### src/rtl/alu_multiply_sequencer.sv
// alu_multiply_sequencer
//
// Sequences the shared 16-bit ALU through shift-and-add steps to form the
// low 16 bits of an unsigned 16x16 product, with overflow detection.
// The loop ends as soon as the remaining multiplier bits are all zero.
//
// state | meaning
// ------+-----------------------------------------------------------
// IDLE  | waiting for Start; ALU inputs at idle values
// EVAL  | decide: finished (MPR==0), add (MPR[0]) or shift only
// ADD   | ALU computes ACC + MCD; result latched into ACC, flags written
// SHIFT | ALU shifts MCD left; MPR shifted right internally; OVF update
// DONE  | Product/Overflow valid, Done pulse
//
// Ports:
//   Clock        rising-edge clock, shared with the ALU
//   Reset        asynchronous active-low reset
//   Start        request pulse, sampled only in IDLE
//   Multiplicand operand M, captured when Start is accepted
//   Multiplier   operand Q, captured when Start is accepted
//   Busy         high in every state except IDLE
//   Done         one-cycle pulse in DONE
//   Product      low 16 bits of M*Q, holds until the next DONE
//   Overflow     true product exceeded 0xFFFF, holds with Product
//   AluA/AluB    ALU operand drives
//   AluFunSel    ALU function select
//   AluWF        ALU flag write enable
//   AluOut       ALU combinational result
//   AluFlags     ALU registered flags {Z,C,N,O}

module alu_multiply_sequencer (
  input  logic        Clock,
  input  logic        Reset,
  input  logic        Start,
  input  logic [15:0] Multiplicand,
  input  logic [15:0] Multiplier,
  output logic        Busy,
  output logic        Done,
  output logic [15:0] Product,
  output logic        Overflow,
  output logic [15:0] AluA,
  output logic [15:0] AluB,
  output logic [4:0]  AluFunSel,
  output logic        AluWF,
  input  logic [15:0] AluOut,
  input  logic [3:0]  AluFlags
);

  localparam logic [2:0] ST_IDLE  = 3'd0;
  localparam logic [2:0] ST_EVAL  = 3'd1;
  localparam logic [2:0] ST_ADD   = 3'd2;
  localparam logic [2:0] ST_SHIFT = 3'd3;
  localparam logic [2:0] ST_DONE  = 3'd4;

  localparam logic [4:0] FUN_IDLE = 5'b10000;
  localparam logic [4:0] FUN_ADD  = 5'b10100;
  localparam logic [4:0] FUN_LSL  = 5'b11011;

  logic [2:0]  state;
  logic [15:0] acc;
  logic [15:0] mcd;
  logic [15:0] mpr;
  logic        ovf;
  logic        prev_add;
  logic        carry_ovf;
  logic        shift_ovf;

  // Only the carry flag is consumed; the rest are deliberately ignored.
  logic unused_flags;
  assign unused_flags = ^{AluFlags[3], AluFlags[1:0]};

  // The ALU's carry from the ADD edge is visible during the following SHIFT;
  // prev_add keeps a stale carry from an earlier add from being misread.
  assign carry_ovf = prev_add && AluFlags[2];
  // Losing MCD[15] only matters if a later multiplier bit would add it back.
  assign shift_ovf = mcd[15] && (mpr[15:1] != 15'd0);

  always_ff @(posedge Clock or negedge Reset) begin
    if (!Reset) begin
      state    <= ST_IDLE;
      acc      <= 16'd0;
      mcd      <= 16'd0;
      mpr      <= 16'd0;
      ovf      <= 1'b0;
      prev_add <= 1'b0;
      Product  <= 16'd0;
      Overflow <= 1'b0;
    end else begin
      prev_add <= (state == ST_ADD);
      case (state)
        ST_IDLE: begin
          if (Start) begin
            acc   <= 16'd0;
            mcd   <= Multiplicand;
            mpr   <= Multiplier;
            ovf   <= 1'b0;
            state <= ST_EVAL;
          end
        end
        ST_EVAL: begin
          if (mpr == 16'd0) begin
            Product  <= acc;
            Overflow <= ovf;
            state    <= ST_DONE;
          end else if (mpr[0]) begin
            state <= ST_ADD;
          end else begin
            state <= ST_SHIFT;
          end
        end
        ST_ADD: begin
          acc   <= AluOut;
          state <= ST_SHIFT;
        end
        ST_SHIFT: begin
          mcd <= AluOut;
          mpr <= {1'b0, mpr[15:1]};
          if (carry_ovf || shift_ovf) begin
            ovf <= 1'b1;
          end
          state <= ST_EVAL;
        end
        ST_DONE: begin
          state <= ST_IDLE;
        end
        default: begin
          state <= ST_IDLE;
        end
      endcase
    end
  end

  always_comb begin
    AluA      = 16'd0;
    AluB      = 16'd0;
    AluFunSel = FUN_IDLE;
    AluWF     = 1'b0;
    case (state)
      ST_ADD: begin
        AluA      = acc;
        AluB      = mcd;
        AluFunSel = FUN_ADD;
        AluWF     = 1'b1;
      end
      ST_SHIFT: begin
        AluA      = mcd;
        AluFunSel = FUN_LSL;
      end
      default: begin
      end
    endcase
  end

  assign Busy = (state != ST_IDLE);
  assign Done = (state == ST_DONE);

endmodule

### config.mk
export PLATFORM = sky130hd
export DESIGN_NAME = alu_multiply_sequencer
export DESIGN_NICKNAME = d
export VERILOG_FILES = /design/src/rtl/alu_multiply_sequencer.sv
export SDC_FILE = /design/constraint.sdc
export NUM_CORES = 1
export LEC_CHECK = 0
export BUFFER_PORTS_ARGS = -buffer_cell sky130_fd_sc_hd__buf_2
export CAP_MARGIN = 10
export CORE_ASPECT_RATIO = 1.5
export CORE_MARGIN = 8
export CORE_UTILIZATION = 45
export CTS_BUF_LIST = sky130_fd_sc_hd__clkbuf_8
export DETAILED_ROUTE_END_ITERATION = 8
export PLACE_DENSITY_LB_ADDON = 0.15
export SYNTH_ARGS = -nofsm -noshare
export SYNTH_HDL_FRONTEND = slang
export SYNTH_SLANG_ARGS = --single-unit
### constraint.sdc
create_clock -name Clock -period 3.2 [get_ports Clock]
set_input_delay 0.16 -clock Clock [delete_from_list [all_inputs] [get_ports Clock]]
set_output_delay 0.16 -clock Clock [all_outputs]
set_load 0.1 [all_outputs]
==> flow_summary.ini, run 1 <==
[sta]
finalWorstPathRequiredPeriod_ns = 2.537
setup_repair_after_global_routing_missed_its_margin = no
worst-slew-pin-transition_ns = 0.8533
timing.max_slew.rel_slack = 0.4311
slew_viol_final = 0
final-hold-violation-count = 0
finalCritPeriodShare = 0.7927
max_freq_mhz = 394.2
clock-skew-final_ns = 0.007964
timing.setup.tns_ns = 0
setup-violations-final = 0

[place]
post-dp-hpwl_um = 5768
io_buffers = 107
place.gp.congestion = 0.7611

[routing]
drc = 0
drt_pre_antenna_iters = 4
initialDrtViolationCount = 135
drt-total-wl_um = 8303
post_drt_wl_per_cell_um = 17.67
num_vias = 2569
via_per_inst = 5.466
antenna_left = 0

[critical_path]
critical_path_class = flop to output port
cpPeakStageDelay_ns = 0.57
worst_path_max_delay_cell = sky130_fd_sc_hd__clkinv_1
highest_fanout_seen_on_the_critical_path = 21
critPathCaptureType = output port
timing.critical_path.buf_inv = 2
timing.critical_path.required_ns = 3.04
critical_path.cell_chain = nand3b_1 > clkinv_1 > a22o_1 > buf_2
critical_path.startpoint_type = flop
crit_family = buffers and inverters
cp.arrival_ns = 2.38

[clock_tree]
cts_inserted_buffers = 9
root_buffer = sky130_fd_sc_hd__clkbuf_8
tritoncts_sinks = 70
worstSkewPairLatency_ns = 0.34
cts_tree = built
postCtsSetupRepairBufs = 0
cts-resized-gates = 0
cts-htree-levels = 3
cts.hold.buffers_added = 1
clk_pin_slew_worst_paths_ns = 0.07
cts.path.max_buffers = 2

[floorplan]
placementRows = 37
fp.dieH_um = 117.9
fp.coreArea_mm2 = 0.006805
die_x_um = 83.93
floorplan.initialDensity = 0.4576
io-pin-count = 112
fp.dieArea_mm2 = 0.009894

[cells_and_area]
nets = 442
filler_cell_count = 598
insertedDiodeCount = 0
final_core_util = 0.5746
post_route_cells_drive_above_1_share = 0.3852
synthToLayoutAreaGrowth_pct = 25.55

[min_path]
min_path_type = input port to flop

[grt]
initial_antenna_violation_count = 0
aggregate_global_route_resource_usage = 0.1690
overflow = 0
grt_pass1_vias = 2696
grt_start_max_net_pins = 52
grt_pass1_wl_um = 13460

[yosys]
netlist_area_mm2 = 0.003114
edff_count_synth = 0
synth_cells = 284
yosysWarningCount = 0
synthDominantAreaCellType = sky130_fd_sc_hd__dfrtp_1
synth_flop_cell = sky130_fd_sc_hd__dfrtp_1
netlist_top_cells_area = sky130_fd_sc_hd__dfrtp_1, sky130_fd_sc_hd__a22o_1, sky130_fd_sc_hd__nor2_1, sky130_fd_sc_hd__o22ai_1, sky130_fd_sc_hd__mux2_4
yosysUniqueCellTypes = 33
syn_avg_cell_area_um2 = 10.97
synth_top_area_share = 0.5625
synthTopCellsByCount = sky130_fd_sc_hd__dfrtp_1, sky130_fd_sc_hd__nor2_1, sky130_fd_sc_hd__a22o_1
async_reset_ff_frac = 1.000
net_count_synth = 339
yosys_register_bits = 70
post-synth-top-count-cell = sky130_fd_sc_hd__dfrtp_1
synth_seq_area_share = 0.5625

[flow_run]
drv_cap = 0

[outcome]
status = finished, final reports clean
[worst register-to-register path, cell delays in order, from the launching register on]
cell	delay (ns)
sky130_fd_sc_hd__dfrtp_1	0.41
sky130_fd_sc_hd__nor4_2	0.31
sky130_fd_sc_hd__nand4_1	0.25
sky130_fd_sc_hd__or4_1	0.52
sky130_fd_sc_hd__buf_4	0.25
sky130_fd_sc_hd__mux2_4	0.34
[routing by layer]
layer	routed length (um)	GRT usage	up-vias	part of all wire
li1	-	-	1220	-
met1	3361	0.1977	1237	0.40
met2	4097	0.2688	95	0.49
met3	608	0.05540	17	0.073
met4	235	0.08568	0	0.028
met5	0	0	-	0
[kinds of logic after synthesis]
family	after synthesis	synth area share
AOI/OAI and AO/OA	69	0.1651
other	1	0.001204
DFF	70	0.5625
buffers and inverters	27	0.04460
muxes	17	0.07232
and+or+nand+nor	100	0.1543
[state kept, by name, indices dropped and copies added, names as in the netlist]
signal	flops
acc	16
state	3
ovf	1
mcd	16
Overflow	1
mpr	16
Product	16
prev_add	1
[layout by cell type (no fill, tap or decap)]
cell type / count
sky130_fd_sc_hd__a21oi_1: 1
sky130_fd_sc_hd__a22o_1: 32
sky130_fd_sc_hd__a22oi_1: 3
sky130_fd_sc_hd__a311oi_1: 1
sky130_fd_sc_hd__a31oi_1: 1
sky130_fd_sc_hd__and2_1: 16
sky130_fd_sc_hd__buf_12: 1
sky130_fd_sc_hd__buf_2: 107
sky130_fd_sc_hd__buf_4: 7
sky130_fd_sc_hd__bufinv_16: 1
sky130_fd_sc_hd__clkbuf_8: 11
sky130_fd_sc_hd__clkinv_1: 1
sky130_fd_sc_hd__clkinv_2: 3
sky130_fd_sc_hd__conb_1: 1
sky130_fd_sc_hd__dfrtp_1: 70
sky130_fd_sc_hd__dlygate4sd3_1: 1
sky130_fd_sc_hd__inv_1: 3
sky130_fd_sc_hd__mux2_2: 8
sky130_fd_sc_hd__mux2_4: 9
sky130_fd_sc_hd__nand2_1: 7
sky130_fd_sc_hd__nand2b_1: 1
sky130_fd_sc_hd__nand3_1: 3
sky130_fd_sc_hd__nand3b_1: 1
sky130_fd_sc_hd__nand4_1: 1
sky130_fd_sc_hd__nor2_1: 59
sky130_fd_sc_hd__nor2_4: 1
sky130_fd_sc_hd__nor2b_1: 2
sky130_fd_sc_hd__nor3_1: 1
sky130_fd_sc_hd__nor3b_1: 2
sky130_fd_sc_hd__nor4_2: 3
sky130_fd_sc_hd__o21ai_0: 2
sky130_fd_sc_hd__o22ai_1: 29
sky130_fd_sc_hd__or3_1: 1
sky130_fd_sc_hd__or4_1: 1
sky130_fd_sc_hd__or4b_1: 1
[area by class of cell]
class / instances / area, um^2 / area share
Clock buffer: 11 / 151.4 / 0.03872
Multi-Input combinational cell: 187 / 1231 / 0.3149
Clock inverter: 5 / 48.80 / 0.01248
Timing Repair Buffer: 116 / 618.1 / 0.1581
Sequential cell: 70 / 1752 / 0.4480
Tap cell: 78 / 97.59 / 0.02496
Inverter: 3 / 11.26 / 0.002880
[worst paths after layout]
check | cells after the start | end | from | slack, ns
max | 4 | AluA[8] | state[2]$_DFFE_PN0P_ | 0.66
min | 3 | mpr[15]$_DFFE_PN0P_ | Multiplier[15] | 0.02
max reg2reg | 5 | Product[9]$_DFFE_PN0P_ | mpr[1]$_DFFE_PN0P_ | 1.01
min reg2reg | 1 | Product[5]$_DFFE_PN0P_ | Product[5]$_DFFE_PN0P_ | 0.50
max in group asynchronous | 3 | mcd[1]$_DFFE_PN0P_ | Reset | 2.07
min in group asynchronous | 2 | Overflow$_DFFE_PN0P_ | Reset | 0.46
[per-stage QoR]
step	area (um^2)	hold slack [ns]	worst slack, ns	instances
2_1_floorplan	3114	-0.1356	0.02710	284
3_3_place_gp	3700	0.3200	1.046	453
3_5_place_dp	3700	0.3211	1.026	453
4_1_cts	3910	0.008242	0.6733	470
5_1_grt	3910	0.02042	0.5231	470
6_report	3910	0.02075	0.6635	470
Power of run 1 is left out: the tool's default activity adds up to more than one toggle a clock period on the data nets, which glitch-free logic cannot reach.
==> inputs of run 2 (changes only) <==
--- a/config.mk
+++ b/config.mk
@@ -5,6 +5,7 @@
 export SDC_FILE = /design/constraint.sdc
 export NUM_CORES = 1
 export LEC_CHECK = 0
+export ABC_AREA = 1
 export BUFFER_PORTS_ARGS = -buffer_cell sky130_fd_sc_hd__buf_2
 export CAP_MARGIN = 10
 export CORE_ASPECT_RATIO = 1.5
==> constraint.sdc (replaced) <==
create_clock -name Clock -period 2.7 [get_ports Clock]
set_input_delay 0.135 -clock Clock [delete_from_list [all_inputs] [get_ports Clock]]
set_output_delay 0.135 -clock Clock [all_outputs]
set_load 0.1 [all_outputs]
==> run 2 against run 1 <==
- wire length grew 17%
- global-route usage rose by 1.9 points
- register-to-register slack worse by 0.03 ns
- first-iteration DRC count grew 30%
- critical endpoint is now AluA[15]
- setup slack lost 0.27 ns
- flip-flop and latch count did not move
- clock skew rose by 0.0014 ns
- hold slack improved by 0.0038 ns
- via count up 18%
- cell count increased by 23%
- critical path type unchanged
==> flow_summary.ini, run 2 <==
[outcome]
status = finished, final reports clean

[cells_and_area]
multi_input_comb_area_mm2 = 0.001184
insertedDiodeCount = 0
layout.cells.most_common = sky130_fd_sc_hd__buf_2
nets = 530
synthToLayoutAreaGrowth_pct = 22.91
final_cell_mix = sky130_fd_sc_hd__buf_2, sky130_fd_sc_hd__dfrtp_1, sky130_fd_sc_hd__nand2_1
post_route_cells_drive_above_1_share = 0.2979
filler_cell_count = 728
layout.area.seq_mm2 = 0.001752

[grt]
grt_start_max_net_pins = 71
groute.layer.met2.usage = 0.3219
globalRoute.busiestLayer = met2
grtUsageMet1 = 0.2212
initial_antenna_violation_count = 0
grt_pass1_vias = 3041
overflow = 0
grt_use_met3 = 0.04610
aggregate_global_route_resource_usage = 0.1878
grt_pass1_wl_um = 15530

[sta]
finalCritPeriodShare = 0.8539
max_freq_mhz = 433.8
setup_repair_after_global_routing_missed_its_margin = no
setup-violations-final = 0
clock-skew-final_ns = 0.009412
timing.setup.tns_ns = 0
finalWorstPathRequiredPeriod_ns = 2.305
slew_viol_final = 0
final-hold-violation-count = 0

[clock_tree]
cts_inserted_buffers = 9
cts.path.max_buffers = 2
postCtsSetupRepairBufs = 0
clk_pin_slew_worst_paths_ns = 0.07
cts-htree-levels = 3
worstSkewPairLatency_ns = 0.34
root_buffer = sky130_fd_sc_hd__clkbuf_8
cts-resized-gates = 0
tritoncts_sinks = 70
cts_tree = built

[min_path]
whs_path_depth = 3
min_path_type = input port to flop
whs_endpoint = acc[0]$_DFFE_PN0P_
hold_path_startpoint = AluOut[0]

[yosys]
synth_flop_cell = sky130_fd_sc_hd__dfrtp_1
synthTopCellsByCount = sky130_fd_sc_hd__dfrtp_1, sky130_fd_sc_hd__nand2_1, sky130_fd_sc_hd__inv_1
edff_count_synth = 0
yosys_register_bits = 70
synthDominantAreaCellType = sky130_fd_sc_hd__dfrtp_1
synth_cells = 372
post-synth-top-count-cell = sky130_fd_sc_hd__dfrtp_1
yosysWarningCount = 0
netlist_area_mm2 = 0.003337
async_reset_ff_frac = 1.000
yosysUniqueCellTypes = 27
synth_top_area_share = 0.5249
net_count_synth = 427
synth_seq_area_share = 0.5249
syn_avg_cell_area_um2 = 8.970
netlist_top_cells_area = sky130_fd_sc_hd__dfrtp_1, sky130_fd_sc_hd__o22ai_1, sky130_fd_sc_hd__nand2_1, sky130_fd_sc_hd__inv_1, sky130_fd_sc_hd__a21oi_1

[routing]
via_per_inst = 5.212
drt_pre_antenna_iters = 4
drt-total-wl_um = 9682
num_vias = 3023
drc = 0
initialDrtViolationCount = 176
antenna_left = 0
post_drt_wl_per_cell_um = 16.69

[critical_path]
worst_path_max_delay_cell = sky130_fd_sc_hd__dfrtp_1
critical_path_class = flop to output port
worstRegToRegCells = 3
rrSetupSlack_ns = 0.98
highest_fanout_seen_on_the_critical_path = 31
critical_path.cell_chain = nand3_4 > o22ai_1 > buf_2
critical_path.startpoint_type = flop
worstReg2RegEnd = acc[4]$_DFFE_PN0P_
cpPeakStageDelay_ns = 0.58
cp.arrival_ns = 2.17
critPathCaptureType = output port
timing.critical_path.required_ns = 2.57
crit-reg2reg-launch = state[1]$_DFFE_PN0P_

[floorplan]
floorplan.initialDensity = 0.4617
fp.dieArea_mm2 = 0.01048
die_x_um = 86.31
io-pin-count = 112
fp.coreArea_mm2 = 0.007227
placementRows = 38
fp.dieH_um = 121.5

[place]
io_buffers = 107
place.gp.congestion = 0.7814
post-dp-hpwl_um = 6908

[flow_run]
drv_cap = 0
==> run 2: worst max path at each step <==
stage / start / end
floorplan: state[1]$_DFFE_PN0P_ / AluA[0]
CTS: state[1]$_DFFE_PN0P_ / AluA[15]
global placement: state[1]$_DFFE_PN0P_ / AluFunSel[0]
finish: state[1]$_DFFE_PN0P_ / AluA[15]
global route: state[1]$_DFFE_PN0P_ / AluA[15]
detailed placement: state[1]$_DFFE_PN0P_ / AluA[15]
==> run 2: worst max-delay path, delay by kind of cell (launching register included) <==
family,cells,cell delay [ns]
compound gates,1,0.35
simple gates,1,0.41
buf+inv,1,0.48
flops,1,0.58
==> run 2: final cells by class <==
| type | count | area share |
|---|---|---|
| tap | 100 | 0.03051 |
| clock inverter | 6 | 0.01891 |
| inverter | 56 | 0.05186 |
| multi-input combinational | 223 | 0.2886 |
| clock buffer | 10 | 0.03356 |
| timing repair buffer | 115 | 0.1495 |
| sequential | 70 | 0.4271 |
==> run 2: logic make-up (layout without fill, tap and decap cells) <==
family / after synthesis / in the layout / share of synthesized area
AND/OR/NAND/NOR: 127 / 127 / 0.1893
AO/OA/AOI/OAI: 95 / 95 / 0.1627
buffers and inverters: 79 / 187 / 0.1219
flip-flops: 70 / 70 / 0.5249
other: 1 / 1 / 0.001124
==> run 2: stage by stage <==
stage | hold WS, ns | worst slack, ns | utilization | cell area [um^2] | std cells
floorplan | -0.1606 | 0.1508 | - | 3342 | 372
global placement | 0.1919 | 0.8227 | 0.5350 | 3866 | 562
detailed placement | 0.1908 | 0.7700 | 0.5350 | 3866 | 562
CTS | 0.01579 | 0.3887 | 0.5675 | 4101 | 580
global route | 0.02664 | 0.2971 | 0.5675 | 4101 | 580
finish | 0.02452 | 0.3945 | 0.5675 | 4101 | 580
==> run 2: timing repair <==
item	CTS	global route
hold buffers	2	0
endpoints found under the setup margin	0	0
hold endpoints to repair	71	0
==> run 2: per-layer routing <==
layer | wire length, um | share of wire
met4 | 143 | 0.015
met2 | 4971 | 0.51
met5 | 0 | 0
met1 | 4021 | 0.42
met3 | 545 | 0.056
Power of run 2 is left out for the same reason.
